<file path="config.mk">
export PLATFORM = sky130hd
export DESIGN_NAME = execute_cycle_flat
export DESIGN_NICKNAME = d
export VERILOG_FILES = /design/src/rtl/execute_cycle_if.sv /design/src/rtl/execute_cycle.sv /design/src/flat_wrapper.sv
export SDC_FILE = /design/constraint.sdc
export NUM_CORES = 1
export LEC_CHECK = 0
export ABC_AREA = 0
export BUFFER_PORTS_ARGS = -buffer_cell sky130_fd_sc_hd__buf_2
export CAP_MARGIN = 20
export CORE_MARGIN = 2
export CORE_UTILIZATION = 35
export CTS_BUF_LIST = sky130_fd_sc_hd__clkbuf_2 sky130_fd_sc_hd__clkbuf_4 sky130_fd_sc_hd__clkbuf_8
export CTS_CLUSTER_SIZE = 16
export DETAILED_ROUTE_END_ITERATION = 8
export GPL_ROUTABILITY_DRIVEN = 0
export SLEW_MARGIN = 20
export SYNTH_ARGS = -nofsm -noshare
export SYNTH_HDL_FRONTEND = slang
export SYNTH_SLANG_ARGS = --single-unit
</file>
<file path="constraint.sdc">
create_clock -name clk -period 7.81 [get_ports clk]
set_input_delay 0.3905 -clock clk [delete_from_list [all_inputs] [get_ports clk]]
set_output_delay 0.3905 -clock clk [all_outputs]
set_load 0.01 [all_outputs]
</file>
<file path="src/rtl/execute_cycle_if.sv">
// ID/EX inputs and EX/MEM outputs of the RISC-V execute stage, bundled as one interface.
// master = decode/hazard side driving the E-stage; slave = execute_cycle.
interface execute_cycle_if #(
  parameter int XLEN = 32
);
  logic            RegWriteE;
  logic            ALUSrcE;
  logic            MemWriteE;
  logic            ResultSrcE;
  logic            BranchE;
  logic [2:0]      ALUControlE;
  logic [XLEN-1:0] RD1_E;
  logic [XLEN-1:0] RD2_E;
  logic [XLEN-1:0] Imm_Ext_E;
  logic [4:0]      RD_E;
  logic [XLEN-1:0] PCE;
  logic [XLEN-1:0] PCPlus4E;
  logic [XLEN-1:0] ResultW;
  logic [1:0]      ForwardA_E;
  logic [1:0]      ForwardB_E;

  logic            PCSrcE;
  logic [XLEN-1:0] PCTargetE;
  logic            RegWriteM;
  logic            MemWriteM;
  logic            ResultSrcM;
  logic [4:0]      RD_M;
  logic [XLEN-1:0] PCPlus4M;
  logic [XLEN-1:0] WriteDataM;
  logic [XLEN-1:0] ALU_ResultM;

  modport master (
    output RegWriteE, ALUSrcE, MemWriteE, ResultSrcE, BranchE, ALUControlE,
    output RD1_E, RD2_E, Imm_Ext_E, RD_E, PCE, PCPlus4E, ResultW,
    output ForwardA_E, ForwardB_E,
    input  PCSrcE, PCTargetE, RegWriteM, MemWriteM, ResultSrcM, RD_M,
    input  PCPlus4M, WriteDataM, ALU_ResultM
  );

  modport slave (
    input  RegWriteE, ALUSrcE, MemWriteE, ResultSrcE, BranchE, ALUControlE,
    input  RD1_E, RD2_E, Imm_Ext_E, RD_E, PCE, PCPlus4E, ResultW,
    input  ForwardA_E, ForwardB_E,
    output PCSrcE, PCTargetE, RegWriteM, MemWriteM, ResultSrcM, RD_M,
    output PCPlus4M, WriteDataM, ALU_ResultM
  );
endinterface

</file>
<file path="src/rtl/execute_cycle.sv">
// Execute stage: operand forwarding, ALU, beq resolution and the EX/MEM register.
// Define EXECUTE_FORWARD_EN to enable the MEM/WB forward muxes; otherwise operands come from the register file.
module execute_cycle #(
  parameter int XLEN = 32
) (
  input  logic          clk,
  input  logic          rst,
  execute_cycle_if.slave bus
);

  logic [XLEN-1:0] src_a_s;
  logic [XLEN-1:0] fwd_b_s;
  logic [XLEN-1:0] src_b_s;
  logic [XLEN-1:0] alu_result_s;
  logic            zero_s;
  logic            slt_s;

  logic            reg_write_d,  reg_write_q;
  logic            mem_write_d,  mem_write_q;
  logic            result_src_d, result_src_q;
  logic [4:0]      rd_d,         rd_q;
  logic [XLEN-1:0] pc_plus4_d,   pc_plus4_q;
  logic [XLEN-1:0] write_data_d, write_data_q;
  logic [XLEN-1:0] alu_result_d, alu_result_q;

`ifdef EXECUTE_FORWARD_EN
  // Forward mux A: 10 takes last cycle's ALU result so dependent ops need no bubble.
  always_comb begin
    src_a_s = bus.RD1_E;
    case (bus.ForwardA_E)
      2'b01:   src_a_s = bus.ResultW;
      2'b10:   src_a_s = alu_result_q;
      default: src_a_s = bus.RD1_E;
    endcase
  end

  // Forward mux B, independent of mux A.
  always_comb begin
    fwd_b_s = bus.RD2_E;
    case (bus.ForwardB_E)
      2'b01:   fwd_b_s = bus.ResultW;
      2'b10:   fwd_b_s = alu_result_q;
      default: fwd_b_s = bus.RD2_E;
    endcase
  end
`else
  logic unused_fwd_s;
  assign unused_fwd_s = ^{bus.ForwardA_E, bus.ForwardB_E, bus.ResultW};
  assign src_a_s      = bus.RD1_E;
  assign fwd_b_s      = bus.RD2_E;
`endif

  assign src_b_s = bus.ALUSrcE ? bus.Imm_Ext_E : fwd_b_s;
  assign slt_s   = ($signed(src_a_s) < $signed(src_b_s)) ? 1'b1 : 1'b0;

  // ALU; unassigned opcodes yield zero.
  always_comb begin
    alu_result_s = {XLEN{1'b0}};
    case (bus.ALUControlE)
      3'b000:  alu_result_s = src_a_s + src_b_s;
      3'b001:  alu_result_s = src_a_s - src_b_s;
      3'b010:  alu_result_s = src_a_s & src_b_s;
      3'b011:  alu_result_s = src_a_s | src_b_s;
      3'b101:  alu_result_s = {{(XLEN-1){1'b0}}, slt_s};
      default: alu_result_s = {XLEN{1'b0}};
    endcase
  end

  assign zero_s        = (alu_result_s == {XLEN{1'b0}});
  assign bus.PCSrcE    = bus.BranchE & zero_s;
  assign bus.PCTargetE = bus.PCE + bus.Imm_Ext_E;

  // Store data is the forwarded B operand, never the immediate.
  assign reg_write_d  = bus.RegWriteE;
  assign mem_write_d  = bus.MemWriteE;
  assign result_src_d = bus.ResultSrcE;
  assign rd_d         = bus.RD_E;
  assign pc_plus4_d   = bus.PCPlus4E;
  assign write_data_d = fwd_b_s;
  assign alu_result_d = alu_result_s;

  // EX/MEM pipeline register, cleared asynchronously by rst.
  always_ff @(posedge clk or negedge rst) begin
    if (!rst) begin
      reg_write_q  <= 1'b0;
      mem_write_q  <= 1'b0;
      result_src_q <= 1'b0;
      rd_q         <= 5'd0;
      pc_plus4_q   <= {XLEN{1'b0}};
      write_data_q <= {XLEN{1'b0}};
      alu_result_q <= {XLEN{1'b0}};
    end else begin
      reg_write_q  <= reg_write_d;
      mem_write_q  <= mem_write_d;
      result_src_q <= result_src_d;
      rd_q         <= rd_d;
      pc_plus4_q   <= pc_plus4_d;
      write_data_q <= write_data_d;
      alu_result_q <= alu_result_d;
    end
  end

  assign bus.RegWriteM   = reg_write_q;
  assign bus.MemWriteM   = mem_write_q;
  assign bus.ResultSrcM  = result_src_q;
  assign bus.RD_M        = rd_q;
  assign bus.PCPlus4M    = pc_plus4_q;
  assign bus.WriteDataM  = write_data_q;
  assign bus.ALU_ResultM = alu_result_q;

endmodule

</file>
<file path="src/flat_wrapper.sv">
// flat-port wrapper written by rule: the top's interface ports become plain ports
module execute_cycle_flat 
#(
  parameter int XLEN = 32
)
  (clk, rst, bus_RegWriteE, bus_ALUSrcE, bus_MemWriteE, bus_ResultSrcE, bus_BranchE, bus_ALUControlE, bus_RD1_E, bus_RD2_E, bus_Imm_Ext_E, bus_RD_E, bus_PCE, bus_PCPlus4E, bus_ResultW, bus_ForwardA_E, bus_ForwardB_E, bus_PCSrcE, bus_PCTargetE, bus_RegWriteM, bus_MemWriteM, bus_ResultSrcM, bus_RD_M, bus_PCPlus4M, bus_WriteDataM, bus_ALU_ResultM);
  execute_cycle_if #(.XLEN(XLEN)) bus_i ();
  input  logic clk;
  input  logic rst;
  input wire logic [$bits(bus_i.RegWriteE)-1:0] bus_RegWriteE;
  input wire logic [$bits(bus_i.ALUSrcE)-1:0] bus_ALUSrcE;
  input wire logic [$bits(bus_i.MemWriteE)-1:0] bus_MemWriteE;
  input wire logic [$bits(bus_i.ResultSrcE)-1:0] bus_ResultSrcE;
  input wire logic [$bits(bus_i.BranchE)-1:0] bus_BranchE;
  input wire logic [$bits(bus_i.ALUControlE)-1:0] bus_ALUControlE;
  input wire logic [$bits(bus_i.RD1_E)-1:0] bus_RD1_E;
  input wire logic [$bits(bus_i.RD2_E)-1:0] bus_RD2_E;
  input wire logic [$bits(bus_i.Imm_Ext_E)-1:0] bus_Imm_Ext_E;
  input wire logic [$bits(bus_i.RD_E)-1:0] bus_RD_E;
  input wire logic [$bits(bus_i.PCE)-1:0] bus_PCE;
  input wire logic [$bits(bus_i.PCPlus4E)-1:0] bus_PCPlus4E;
  input wire logic [$bits(bus_i.ResultW)-1:0] bus_ResultW;
  input wire logic [$bits(bus_i.ForwardA_E)-1:0] bus_ForwardA_E;
  input wire logic [$bits(bus_i.ForwardB_E)-1:0] bus_ForwardB_E;
  output wire logic [$bits(bus_i.PCSrcE)-1:0] bus_PCSrcE;
  output wire logic [$bits(bus_i.PCTargetE)-1:0] bus_PCTargetE;
  output wire logic [$bits(bus_i.RegWriteM)-1:0] bus_RegWriteM;
  output wire logic [$bits(bus_i.MemWriteM)-1:0] bus_MemWriteM;
  output wire logic [$bits(bus_i.ResultSrcM)-1:0] bus_ResultSrcM;
  output wire logic [$bits(bus_i.RD_M)-1:0] bus_RD_M;
  output wire logic [$bits(bus_i.PCPlus4M)-1:0] bus_PCPlus4M;
  output wire logic [$bits(bus_i.WriteDataM)-1:0] bus_WriteDataM;
  output wire logic [$bits(bus_i.ALU_ResultM)-1:0] bus_ALU_ResultM;
  assign bus_i.RegWriteE = bus_RegWriteE;
  assign bus_i.ALUSrcE = bus_ALUSrcE;
  assign bus_i.MemWriteE = bus_MemWriteE;
  assign bus_i.ResultSrcE = bus_ResultSrcE;
  assign bus_i.BranchE = bus_BranchE;
  assign bus_i.ALUControlE = bus_ALUControlE;
  assign bus_i.RD1_E = bus_RD1_E;
  assign bus_i.RD2_E = bus_RD2_E;
  assign bus_i.Imm_Ext_E = bus_Imm_Ext_E;
  assign bus_i.RD_E = bus_RD_E;
  assign bus_i.PCE = bus_PCE;
  assign bus_i.PCPlus4E = bus_PCPlus4E;
  assign bus_i.ResultW = bus_ResultW;
  assign bus_i.ForwardA_E = bus_ForwardA_E;
  assign bus_i.ForwardB_E = bus_ForwardB_E;
  assign bus_PCSrcE = bus_i.PCSrcE;
  assign bus_PCTargetE = bus_i.PCTargetE;
  assign bus_RegWriteM = bus_i.RegWriteM;
  assign bus_MemWriteM = bus_i.MemWriteM;
  assign bus_ResultSrcM = bus_i.ResultSrcM;
  assign bus_RD_M = bus_i.RD_M;
  assign bus_PCPlus4M = bus_i.PCPlus4M;
  assign bus_WriteDataM = bus_i.WriteDataM;
  assign bus_ALU_ResultM = bus_i.ALU_ResultM;
  execute_cycle #(.XLEN(XLEN)) u_core (.clk(clk), .rst(rst), .bus(bus_i));
endmodule
</file>
== Word-level counts from Yosys, hierarchy flattened ==
Cells that the tools add are included.
Storage, ports and cells
  register bits: 104
  bits in latches: 0
  bits in writable memories: 0
  input bits: 211
  memory bits (read-only): 0
  memories: 0
  word-level logic and storage cells: 23
Cells by class
  order comparisons: 1
  bitwise operators: 3
  multipliers: 0
  equality and inequality tests: 4
  multiplexer cells: 3
  reductions and logical operators: 2
  shift-type cells: 0
  add/subtract/negate cells: 3
  divide/modulo/power cells: 0
Operators with widths (number)
  32-bit case mux with 5 select lines: 1
  32-bit adder: 2
  32-bit bitwise AND: 1
  32-bit logical NOT: 1
  32-bit < comparator: 1
  32-bit 2-to-1 mux: 1
  32-bit OR: 1
  32-bit subtractor: 1
  3-bit by 2-bit equality test with 1-bit output (second input constant): 2
  3-bit by 1-bit equality test with 1-bit output (second input constant): 1
  3-bit equality test (second input constant): 1
  3-bit logical NOT: 1
  1-bit bitwise AND: 1
  1-bit 2-to-1 mux: 1

== Longest topological paths before layout ==
  word-level depth: 6
  gate-level depth with buffers: 17
  mapped depth without buffers: 15

== Worst setup path after synthesis ==
No wires, ideal clock.
  path kind: input to output
  start point: in bus_ALUSrcE
  end point: out bus_PCSrcE
  setup slack: 3.019 ns
  stages on the path: 16
  data arrival time: 4.400 ns
  path buffers: 3
  required time: 7.419 ns
  cells stage by stage: clkbuf_1 -> buf_1 -> mux2i_1 -> ha_1 -> buf_6 -> nor2_4 -> nand2_1 -> o41ai_2 -> o41ai_4 -> a221oi_1 -> o221ai_1 -> or4_1 -> or4_1 -> nor4_2 -> nand4b_1 -> nor3_1
On the way
  cells in the longest elaborated chain, start to end: 6
RTL lines
  from (decl): line flat_wrapper.sv:11  | input wire logic [$bits(bus_i.ALUSrcE)-1:0] bus_ALUSrcE;
  32-bit 2-to-1 mux *: line execute_cycle.sv:53  | assign src_b_s = bus.ALUSrcE ? bus.Imm_Ext_E : fwd_b_s;
  32-bit < comparator: line execute_cycle.sv:54  | assign slt_s = ($signed(src_a_s) < $signed(src_b_s)) ? 1'b1 : 1'b0;
  1-bit 2-to-1 mux: line execute_cycle.sv:54
  32-bit case mux with 5 select lines *: line execute_cycle.sv:59  | case (bus.ALUControlE)
  32-bit logical NOT *: line execute_cycle.sv:69  | assign zero_s = (alu_result_s == {XLEN{1'b0}});
  1-bit bitwise AND *: line execute_cycle.sv:70  | assign bus.PCSrcE = bus.BranchE & zero_s;
  to (decl): line flat_wrapper.sv:25  | output wire logic [$bits(bus_i.PCSrcE)-1:0] bus_PCSrcE;
Every way passes the cells marked *; elsewhere a longest branch is shown, timed or not.

== Worst setup path in the final report ==
  start point: in bus_ALUSrcE
  end point: out bus_PCSrcE
RTL lines
  32-bit 2-to-1 mux *: line execute_cycle.sv:53
  32-bit subtractor, or another cell as far along: line execute_cycle.sv:61  | 3'b001: alu_result_s = src_a_s - src_b_s;
  32-bit case mux with 5 select lines *: line execute_cycle.sv:59
  net u_core.alu_result_d[14]: line execute_cycle.sv:24  | logic [XLEN-1:0] alu_result_d, alu_result_q;
  32-bit logical NOT *: line execute_cycle.sv:69
  1-bit bitwise AND *: line execute_cycle.sv:70
Mark *: on every way through the listed nets, which the timed path passes. The rest lies on a longest branch.

==> flow_summary.yaml <==
worst_setup_path:
  critical_path.max_fanout: 27
  end_kind: "primary output"
  crit_start: "bus_ALUSrcE"
  critPathKind: "in2out"
  required_ns: 7.42
  crit_path_end: "bus_PCSrcE"
  crit_arrival_ns: 5.20
  start_kind: "primary input"
global_route:
  met1_usage: 0.300
  use_met3: 0.0444
  grt_pass1_vias: 9246
  grt-busiest-layer: "met2"
  gr-total-overflow: 0
  grtUsageMet2: 0.341
  gr-usage-all-layers: 0.216
  grt_max_degree: 73
  grt_pass1_wl_um: 49600
  antenna_found_initial: 5
clocking:
  cts_tree: "yes"
  path_clk_slew_ns: 0.11
  clock_sinks: 104
  htreeDepth: 3
  cts-root-buf: "clkbuf_8"
  cts_buffers: 9
  clockBufferDepth: 2
  post_cts_resized: 0
floorplanning:
  core_area_sq_mm: 0.0277
  die_w_um: 171
  ios: 348
  rows: 61
  initial_core_util: 0.354
  die_h_um: 171
  dieArea_sq_mm: 0.0294
timing:
  finalSetupViolCount: 0
  final.setup.tns_ns: 0
  worst_pin_slew_ns: 0.955
  maxSlewViolCount: 0
  max_freq_mhz: 179
  finalCritPeriodShare: 0.716
  fin_crit_ns: 5.59
  slew_headroom: 0.363
  hold_viol_final: 0
  rsz0062_at_grt: "false"
hold_path:
  worstHoldStart: "bus_PCPlus4E[24]"
  hold_class: "in2reg"
synth:
  yosysMostFrequentCell: "ha_1"
  ys_seq_area_frac: 0.265
  synth-seq-cells: 104
  ys_warn_count: 0
  syn_area_sq_mm: 0.00981
  yosysTopAreaCell: "dfrtp_1"
  synth_cells: 1160
  ys_async_sr_fraction: 1.00
  synthDistinctLibCells: 73
  synthTopCellsByCount: "144 x ha_1, 104 x dfrtp_1, 103 x inv_1"
  synthTopCellsByArea: "dfrtp_1 27%, ha_1 18%, a21oi_1 4.9%"
  syn_avg_cell_area_sq_um: 8.46
  synth_fp_nets: 1518
  synth_ff_type: "dfrtp_1"
  synth_edf_count: 0
  synth_top_area_frac: 0.265
final_layout:
  postLayoutCellArea_sq_mm: 0.0119
  nets: 1801
  area_growth_pct: 21.2
  fill_cells: 2793
  layout-drive-gt1-share: 0.243
status:
  status: "finished clean"
placed_design:
  dpl.hpwl_um: 26300
  place_area_sq_mm: 0.0117
  port_buffers: 311
route:
  ant_nets: 0
  vias_per_cell: 5.32
  wl_per_cell_um: 17.7
  drtIter0Drc: 731
  num_vias: 9706
  dr.pass1.iters: 5
  drc: 0
  routed_wl_um: 32300
power:
  pwr-share-seq: 0.339
  combPwrFrac: 0.464
  peakVddDrop_mv: 0.0998
  p_int_mw: 1.01
  power_frac_clock: 0.196
  swShare: 0.418
  net-switching-power_mw: 0.724
  leakage_nw: 6.02
  powerDensity_mw_per_mm2: 146
job:
  cap_violations: 0
==> state kept, by name, summed over array words and instances (netlist names) <==
register,count
u_core.bus.RD_M,5
u_core.bus.RegWriteM,1
u_core.bus.ResultSrcM,1
u_core.bus.MemWriteM,1
u_core.bus.WriteDataM,32
u_core.bus.ALU_ResultM,32
u_core.bus.PCPlus4M,32
==> power by group through the flow <==
| stage | sequential, mW | clock (mW) | combinational, mW |
|---|---|---|---|
| floorplan | 0.624 | 0 | 0.488 |
| global placement | 0.599 | 0 | 0.788 |
| detailed placement | 0.599 | 0 | 0.796 |
| CTS | 0.588 | 0.361 | 0.800 |
| global route | 0.593 | 0.378 | 0.891 |
| finish | 0.588 | 0.341 | 0.805 |
==> stage by stage <==
stage          total power [mW]   util  std cells  worst slack, ns  hold slack [ns]
6_report                   1.73  0.429       1826             2.22           0.0875
5_1_grt                    1.86  0.429       1826             1.89           0.0512
4_1_cts                    1.75  0.429       1825             2.22           0.0578
3_5_place_dp               1.39  0.422       1809             2.25            0.344
3_3_place_gp               1.39  0.422       1809             2.26            0.347
2_1_floorplan              1.11      -       1160             3.02           0.0949
==> cell usage in the layout, fill, tap and decap left out, types with 7 or more instances in the layout <==
cell and count:
a211o_1 7, a211oi_1 15, a21o_1 29, a21oi_1 96, a221oi_1 7, a31oi_1 16
and2_1 7, and3_1 8, buf_2 310, buf_4 7, clkbuf_8 9, dfrtp_1 104
ha_1 144, inv_1 103, mux2i_1 46, nand2_1 72, nand2b_1 13, nand3_1 21
nand4_1 14, nor2_1 86, nor2b_1 14, nor3_1 29, nor4_1 11, o211ai_1 24
o21a_1 8, o21ai_0 61, o21bai_1 17, o22ai_1 8, o31ai_1 9, or3_1 9
xnor2_1 32, xor2_1 12
==> repair_timing <==
item	in CTS	in global routing
hold endpoints to repair	32	0
buffers inserted	0	0
hold buffers	1	0
==> worst min path at each step <==
stage                                          end  slack [ns]  cells after the start
2_1_floorplan  u_core.bus.ALU_ResultM[0]$_DFF_PN0_        0.09                      0
3_3_place_gp      u_core.bus.PCPlus4M[5]$_DFF_PN0_        0.35                      1
3_5_place_dp      u_core.bus.PCPlus4M[5]$_DFF_PN0_        0.34                      1
4_1_cts          u_core.bus.PCPlus4M[24]$_DFF_PN0_        0.06                      1
5_1_grt          u_core.bus.PCPlus4M[18]$_DFF_PN0_        0.05                      1
6_report         u_core.bus.PCPlus4M[24]$_DFF_PN0_        0.09                      1
==> cell type report <==
type,instances,area (sq um),area share
multi-input combinational,902,6620,0.556
sequential,104,2600,0.219
timing repair buffer,318,1610,0.136
tap,378,473,0.0398
inverter,108,405,0.0341
clock buffer,9,124,0.0104
clock inverter,6,53.8,0.00452
antenna,1,2.50,0.000210
==> metal layers <==
metal | vias up | wire length (um)
li1 | 4736 | -
met5 | - | 33
met3 | 37 | 2640
met1 | 4505 | 14700
met4 | 6 | 486
met2 | 422 | 14500
==> worst max-delay path, cell delays in order <==
cell       delay (ns)
buf_2            0.18
buf_4            0.45
mux2i_1          0.43
ha_1             0.41
and2_0           0.30
a221oi_1         0.41
o21ai_0          0.22
a2111oi_0        0.63
a31oi_1          0.11
xnor2_1          0.17
o21a_1           0.18
or4_1            0.56
nor4_2           0.19
nand4b_1         0.17
nor3_1           0.21
buf_2            0.16
==> cell families (layout without fill, tap and decap cells) <==
group                      count (synthesis)  count (layout)  share of synthesized area
DFF                                      104             104                      0.265
xor gates and xnor gates                  44              44                     0.0393
and+or+nand+nor                          313             313                      0.159
muxes                                     48              48                     0.0492
adders and majority gates                147             147                      0.190
buffers and inverters                    154             441                     0.0609
AOI/OAI and AO/OA                        350             350                      0.237
other                                      0               1                          0
Power figures use the tool's default switching activity.
